--- src/rtl/ifft_butterfly_16_1_pkg.sv ---
// Shared IFFT definitions: default widths and the round/shift/saturate helper
// used by every butterfly stage of the IFFT path.
package ifft_pkg;

  localparam int DATA_W_DEF = 16;
  localparam int TW_W_DEF   = 16;
  localparam int CALC_W     = 64;

  // Result of a round/shift/saturate step: clamped value plus a clamp flag.
  typedef struct packed {
    logic signed [CALC_W-1:0] val;
    logic                     sat;
  } rss_t;

  // Round half toward +inf, arithmetic shift right, then clamp to out_w bits.
  function automatic rss_t round_shift_sat(input logic signed [CALC_W-1:0] value,
                                           input int shift,
                                           input int out_w);
    rss_t res;
    logic signed [CALC_W-1:0] one;
    logic signed [CALC_W-1:0] t;
    logic signed [CALC_W-1:0] max_v;
    logic signed [CALC_W-1:0] min_v;
    one = 1;
    t   = value;
    if (shift > 0) t = t + (one <<< (shift - 1));
    t     = t >>> shift;
    max_v = (one <<< (out_w - 1)) - one;
    min_v = -(one <<< (out_w - 1));
    res.val = t;
    res.sat = 1'b0;
    if (t > max_v) begin
      res.val = max_v;
      res.sat = 1'b1;
    end else if (t < min_v) begin
      res.val = min_v;
      res.sat = 1'b1;
    end
    return res;
  endfunction

endpackage

--- src/rtl/ifft_butterfly_16_1_cmul_conj_pipe.sv ---
// Two-stage difference * conj(w) pipe: S2 registers the four partial
// products, S3 combines them, rounds, saturates and registers x2.
module cmul_conj_pipe
  import ifft_pkg::*;
#(
  parameter int DATA_W = DATA_W_DEF,
  parameter int TW_W   = TW_W_DEF,
  parameter int SCALE  = 1
) (
  input  logic                     clk,
  input  logic                     rst_n,
  input  logic                     en,
  input  logic signed [DATA_W:0]   dr,
  input  logic signed [DATA_W:0]   di,
  input  logic signed [TW_W-1:0]   wr,
  input  logic signed [TW_W-1:0]   wi,
  output logic signed [DATA_W-1:0] x2r,
  output logic signed [DATA_W-1:0] x2i,
  output logic                     sat
);

  localparam int PW  = DATA_W + TW_W + 1;
  localparam int PRW = PW + 1;

  logic signed [PW-1:0]  p_rr, p_ii, p_ir, p_ri;
  logic signed [PRW-1:0] pr, pi;
  rss_t                  pr_rs, pi_rs;
  logic                  unused_hi;

  // S2: partial products; wi is only ever multiplied, never negated, so -1.0 is safe.
  always_ff @(posedge clk or negedge rst_n) begin
    if (!rst_n) begin
      p_rr <= '0;
      p_ii <= '0;
      p_ir <= '0;
      p_ri <= '0;
    end else if (en) begin
      p_rr <= PW'(dr) * PW'(wr);
      p_ii <= PW'(di) * PW'(wi);
      p_ir <= PW'(di) * PW'(wr);
      p_ri <= PW'(dr) * PW'(wi);
    end
  end

  // S3 combine: conj(w) turns the usual cross terms into (rr + ii) and (ir - ri).
  always_comb begin
    pr        = PRW'(p_rr) + PRW'(p_ii);
    pi        = PRW'(p_ir) - PRW'(p_ri);
    pr_rs     = round_shift_sat(CALC_W'(pr), TW_W - 1 + SCALE, DATA_W);
    pi_rs     = round_shift_sat(CALC_W'(pi), TW_W - 1 + SCALE, DATA_W);
    sat       = pr_rs.sat | pi_rs.sat;
    unused_hi = ^{pr_rs.val[CALC_W-1:DATA_W], pi_rs.val[CALC_W-1:DATA_W]};
  end

  // S3 register: rounded, saturated twiddled difference.
  always_ff @(posedge clk or negedge rst_n) begin
    if (!rst_n) begin
      x2r <= '0;
      x2i <= '0;
    end else if (en) begin
      x2r <= pr_rs.val[DATA_W-1:0];
      x2i <= pi_rs.val[DATA_W-1:0];
    end
  end

endmodule

--- src/rtl/ifft_butterfly_16_1.sv ---
// Pipelined radix-2 inverse butterfly: x1 = (a+b)>>S, x2 = ((a-b)*conj(w))>>S.
// Three register stages share one enable so a stalled output freezes everything.
module ifft_butterfly_16_1
  import ifft_pkg::*;
#(
  parameter int DATA_W = DATA_W_DEF,
  parameter int TW_W   = TW_W_DEF,
  parameter int SCALE  = 1
) (
  input  logic                     clk,
  input  logic                     rst_n,
  input  logic                     in_valid,
  output logic                     in_ready,
  input  logic signed [DATA_W-1:0] ar,
  input  logic signed [DATA_W-1:0] ai,
  input  logic signed [DATA_W-1:0] br,
  input  logic signed [DATA_W-1:0] bi,
  input  logic signed [TW_W-1:0]   wr,
  input  logic signed [TW_W-1:0]   wi,
  output logic                     out_valid,
  input  logic                     out_ready,
  output logic signed [DATA_W-1:0] x1r,
  output logic signed [DATA_W-1:0] x1i,
  output logic signed [DATA_W-1:0] x2r,
  output logic signed [DATA_W-1:0] x2i,
  output logic                     ovf,
  input  logic                     ovf_clr
);

  localparam int SW = DATA_W + 1;

  logic                   adv;
  logic                   v1, v2, v3;
  logic signed [SW-1:0]   sr1, si1, dr1, di1;
  logic signed [SW-1:0]   sr2, si2;
  logic signed [TW_W-1:0] wr1, wi1;
  rss_t                   x1r_rs, x1i_rs;
  logic                   x1_sat, x2_sat;
  logic                   unused_hi;

  assign adv       = !v3 || out_ready;
  assign in_ready  = adv;
  assign out_valid = v3;

  // S1: widened sum/difference plus the twiddle, aligned for the product stage.
  always_ff @(posedge clk or negedge rst_n) begin
    if (!rst_n) begin
      v1  <= 1'b0;
      sr1 <= '0;
      si1 <= '0;
      dr1 <= '0;
      di1 <= '0;
      wr1 <= '0;
      wi1 <= '0;
    end else if (adv) begin
      v1  <= in_valid;
      sr1 <= SW'(ar) + SW'(br);
      si1 <= SW'(ai) + SW'(bi);
      dr1 <= SW'(ar) - SW'(br);
      di1 <= SW'(ai) - SW'(bi);
      wr1 <= wr;
      wi1 <= wi;
    end
  end

  // S2: delay the sum path to line up with the product registers.
  always_ff @(posedge clk or negedge rst_n) begin
    if (!rst_n) begin
      v2  <= 1'b0;
      sr2 <= '0;
      si2 <= '0;
    end else if (adv) begin
      v2  <= v1;
      sr2 <= sr1;
      si2 <= si1;
    end
  end

  cmul_conj_pipe #(
    .DATA_W (DATA_W),
    .TW_W   (TW_W),
    .SCALE  (SCALE)
  ) u_cmul (
    .clk   (clk),
    .rst_n (rst_n),
    .en    (adv),
    .dr    (dr1),
    .di    (di1),
    .wr    (wr1),
    .wi    (wi1),
    .x2r   (x2r),
    .x2i   (x2i),
    .sat   (x2_sat)
  );

  // Round and clamp the scaled sum ahead of the S3 register.
  always_comb begin
    x1r_rs    = round_shift_sat(CALC_W'(sr2), SCALE, DATA_W);
    x1i_rs    = round_shift_sat(CALC_W'(si2), SCALE, DATA_W);
    x1_sat    = x1r_rs.sat | x1i_rs.sat;
    unused_hi = ^{x1r_rs.val[CALC_W-1:DATA_W], x1i_rs.val[CALC_W-1:DATA_W]};
  end

  // S3: output valid and scaled sum register.
  always_ff @(posedge clk or negedge rst_n) begin
    if (!rst_n) begin
      v3  <= 1'b0;
      x1r <= '0;
      x1i <= '0;
    end else if (adv) begin
      v3  <= v2;
      x1r <= x1r_rs.val[DATA_W-1:0];
      x1i <= x1i_rs.val[DATA_W-1:0];
    end
  end

  // Sticky overflow: only real pairs (not bubbles) can set it; clear wins.
  always_ff @(posedge clk or negedge rst_n) begin
    if (!rst_n) begin
      ovf <= 1'b0;
    end else if (ovf_clr) begin
      ovf <= 1'b0;
    end else if (adv && v2 && (x1_sat || x2_sat)) begin
      ovf <= 1'b1;
    end
  end

endmodule

--- config.mk ---
export PLATFORM = sky130hd
export DESIGN_NAME = ifft_butterfly_16_1
export DESIGN_NICKNAME = d
export VERILOG_FILES = /design/src/rtl/ifft_butterfly_16_1_pkg.sv /design/src/rtl/ifft_butterfly_16_1_cmul_conj_pipe.sv /design/src/rtl/ifft_butterfly_16_1.sv
export SDC_FILE = /design/constraint.sdc
export NUM_CORES = 2
export LEC_CHECK = 0
export CAP_MARGIN = 20
export CORE_ASPECT_RATIO = 1.2
export CORE_MARGIN = 5
export CORE_UTILIZATION = 66
export CTS_CLUSTER_SIZE = 12
export DETAILED_ROUTE_END_ITERATION = 6
export PLACE_DENSITY = 0.84
export REMOVE_ABC_BUFFERS = 1
export SYNTH_ARGS = -nofsm -noshare
export SYNTH_HDL_FRONTEND = slang
export SYNTH_SLANG_ARGS = --single-unit
--- constraint.sdc ---
create_clock -name clk -period 14.18 [get_ports clk]
set_clock_uncertainty 0.15 [all_clocks]
set_input_delay 1.418 -clock clk [delete_from_list [all_inputs] [get_ports clk]]
set_output_delay 1.418 -clock clk [all_outputs]
set_load 0.005 [all_outputs]
==> impl_metrics.env <==
export IMPL_slew_headroom=0.2460
export IMPL_worst_pin_slew_ps=1124
export IMPL_grt_first_pass_wirelength_mm=246.7
export IMPL_ctsHoldBuffers=0
export IMPL_grt_use_total=0.3123
export IMPL_finalHoldViolations=0
export IMPL_setup_viol=0
export IMPL_yosysWarningCount=0
export IMPL_place_congestion=0.9132
export IMPL_wire_per_inst_um=18.79
export IMPL_reg2reg_slack_ps=6610
export IMPL_nets=8409
export IMPL_synth_async_sr_flop_share=1.000
export IMPL_drtPass1Iterations=6
export IMPL_routed_via_count=45805
export IMPL_cts_sinks=332
export IMPL_holdPathStages=2
export IMPL_htree_levels=2
export IMPL_post_synth_cell_area_avg_um2=8.972
export IMPL_synth_area_mm2=0.06001
export IMPL_crit_chain="buf_4 -> nand2_1 -> fa_1 -> fa_1 -> fa_1 -> inv_1 -> fa_1 -> fa_1 -> inv_1 -> fa_1 -> inv_1 -> ha_1 -> a21oi_1 -> nor2b_1 -> a211oi_1 -> o31ai_1 -> a21oi_1 -> o31a_1 -> a31o_2 -> o21ai_0 -> a21oi_1 -> nor4b_1 -> a211o_1"
export IMPL_path_common_cell="fa_1"
export IMPL_cp_buffers_inverters=4
export IMPL_grt_max_degree=134
export IMPL_layout_drive_gt1_share=0.03015
export IMPL_synth_edf_count=0
export IMPL_via_per_inst=5.820
export IMPL_crit_required_ps=14550
export IMPL_fmax_mhz=132.1
export IMPL_min_from="wi1[13]"
export IMPL_clockBufferDepth=3
export IMPL_drc_errors=0
export IMPL_die_x_um=285.3
export IMPL_hold_path_endpoint="wi1[13]"
export IMPL_cts_tree="built"
export IMPL_cp_end_kind="register"
export IMPL_synth_top_flop_cell="dfrtp_1"
export IMPL_finalSetupTns_ps=0
export IMPL_arrival_ps=7940
export IMPL_core_mm2=0.09053
export IMPL_final_area_mm2=0.06409
export IMPL_finalMaxSlewViolations=0
export IMPL_crit_reg2reg_launch="wr1[1]"
export IMPL_reg2reg_depth=23
export IMPL_cp_max_fo=18
export IMPL_dpl_cell_area_mm2=0.06257
export IMPL_worst_setup_path_type="register to register"
export IMPL_path_clk_slew_ps=60
export IMPL_wl_mm=147.9
export IMPL_overflow=0
export IMPL_fin_crit_sh=0.5339
export IMPL_cp_depth=23
export IMPL_seq_area_mm2=0.008309
export IMPL_multi_input_area_mm2=0.04560
export IMPL_dp_slack_ps=6724
export IMPL_max_stage_delay_ps=750
export IMPL_crit_family="adder cells"
export IMPL_drt_initial_drc_count=3275
export IMPL_cp_slowest_cell="dfrtp_1"
export IMPL_io_buffers=167
export IMPL_yosys_register_bits=332
export IMPL_die_y_um=340.3
export IMPL_antenna_found_initial=2
export IMPL_row_count=121
export IMPL_ant_nets=0
export IMPL_root_buffer="clkbuf_16"
export IMPL_area_delta_synth_final_pct=6.814
export IMPL_nFillCells=6565
export IMPL_cts_inserted_buffers=43
export IMPL_synthCells=6688
export IMPL_clock_latency_ps=640
export IMPL_fp_dieArea_mm2=0.09707
export IMPL_start_util=0.6628
export IMPL_rsz0062_at_grt="false"
export IMPL_synth_cell_type_count=81
export IMPL_fin_ws_ps=6609
export IMPL_critPathLaunchType="register"
export IMPL_dpl_hpwl_mm=111.3
export IMPL_cts_setup_buffers=0
export IMPL_fin_crit_ps=7571
export IMPL_min_path_type="register to register"
export IMPL_cap_viol_max_count=0
export IMPL_io_pins=168
export IMPL_outcome="completed"
export IMPL_grt_pass1_vias=49385
export IMPL_r2r_end="u_cmul.p_rr[31]"
export IMPL_ys_seq_area_frac=0.1385
export IMPL_cts_resized=0
layer usage:
layer	global-route usage	up-vias	share of wire
li1	-	20349	-
met4	0.1756	0	0.068
met3	0.04675	509	0.078
met2	0.5162	2028	0.48
met5	0	-	0
met1	0.3972	22919	0.37
logic make-up (layout without fill, tap and decap cells):
logic type / count (synthesis) / after routing / synth area share
simple gates: 2041 / 2041 / 0.1593
fa+ha+maj: 1638 / 1638 / 0.4802
buf+inv: 1624 / 1635 / 0.1018
compound gates: 809 / 809 / 0.08457
flops: 332 / 332 / 0.1385
xor+xnor: 239 / 239 / 0.03488
mux: 5 / 5 / 0.0008549
other cells: 0 / 3 / 0
how the worst max path moves through the flow:
stage	start	endpoint	slack (ps)
after global placement	wr1[1]	u_cmul.p_rr[31]	6950
after CTS	wr1[1]	u_cmul.p_rr[31]	6700
after detailed placement	wr1[1]	u_cmul.p_rr[31]	6720
after global routing	wr1[1]	u_cmul.p_rr[31]	6270
after floorplan	out_ready	in_ready	-13090
final	wr1[1]	u_cmul.p_rr[31]	6610
tightest hold or removal path, cell delays in order, from the launching register on:
cell     delay (ps)
dfrtp_1         330
nand2_1          50
nand2_1          50
placed cells by master (no fill, tap or decap), drive strengths merged, types with 166 or more instances in the layout:
cell and n:
inv 1317, fa 1108, nand2 964, ha 530, and2 523, dfrtp 332
a21oi 299, nor2 295, o21ai 185, xnor2 168, clkdlybuf4s50 166
synth_stat cells, types with 6 or more instances:
cell	count	share of area
a21oi_2	12	0.0018
o21ai_1	10	0.00083
or2_2	7	0.00073
nand4_1	23	0.0024
a21o_1	86	0.011
or3_1	15	0.0016
nand2_1	964	0.060
a31oi_1	38	0.0040
nor2_1	295	0.018
clkbuf_1	292	0.018
nor3b_1	9	0.0011
nand2b_1	42	0.0044
nand3_1	52	0.0043
a21boi_0	6	0.00075
o31ai_1	26	0.0033
o21bai_1	33	0.0041
o211ai_1	17	0.0021
o21a_1	24	0.0030
o21ai_0	175	0.015
fa_1	1108	0.37
nor3_1	46	0.0038
inv_1	1312	0.082
xnor2_1	168	0.025
a31o_2	8	0.0012
and3_1	21	0.0022
dfrtp_1	332	0.14
ha_1	530	0.11
nand3b_1	6	0.00075
a21oi_1	287	0.024
o31a_1	7	0.0010
and2_1	523	0.055
nor2b_1	19	0.0020
xor2_1	71	0.010
a211oi_1	16	0.0020
buf_1	13	0.00081
metrics by stage:
| stage | instances | hold slack (ps) | util |
|---|---|---|---|
| 2_1_floorplan | 6378 | 280.0 | - |
| 3_3_place_gp | 7789 | 296.3 | 0.6911 |
| 3_5_place_dp | 7789 | 300.6 | 0.6911 |
| 4_1_cts | 7863 | 314.1 | 0.7070 |
| 5_1_grt | 7867 | 341.0 | 0.7079 |
| 6_report | 7870 | 314.3 | 0.7080 |
registers in the layout, indices dropped and copies added, names as in the netlist, 16 cells and up:
name and count:
di1 16, dr1 17, si1 17, si2 17
sr1 16, sr2 17, u_cmul.p_ii 33, u_cmul.p_ir 33
u_cmul.p_ri 33, u_cmul.p_rr 33, u_cmul.x2i 16, u_cmul.x2r 16
wi1 16, wr1 16, x1i 16, x1r 16
final cells by class:
class | count | share of cell area
multi-input cells | 4732 | 0.7115
flip-flops and latches | 332 | 0.1296
diodes | 3 | 0.0001171
inverters | 1314 | 0.07707
repair buffers | 247 | 0.03647
clock buffers | 55 | 0.01858
clock inverters | 19 | 0.003846
well taps | 1168 | 0.02280
Power is left out: the tool's default activity adds up to more than one toggle a clock period on the data nets, which glitch-free logic cannot reach.
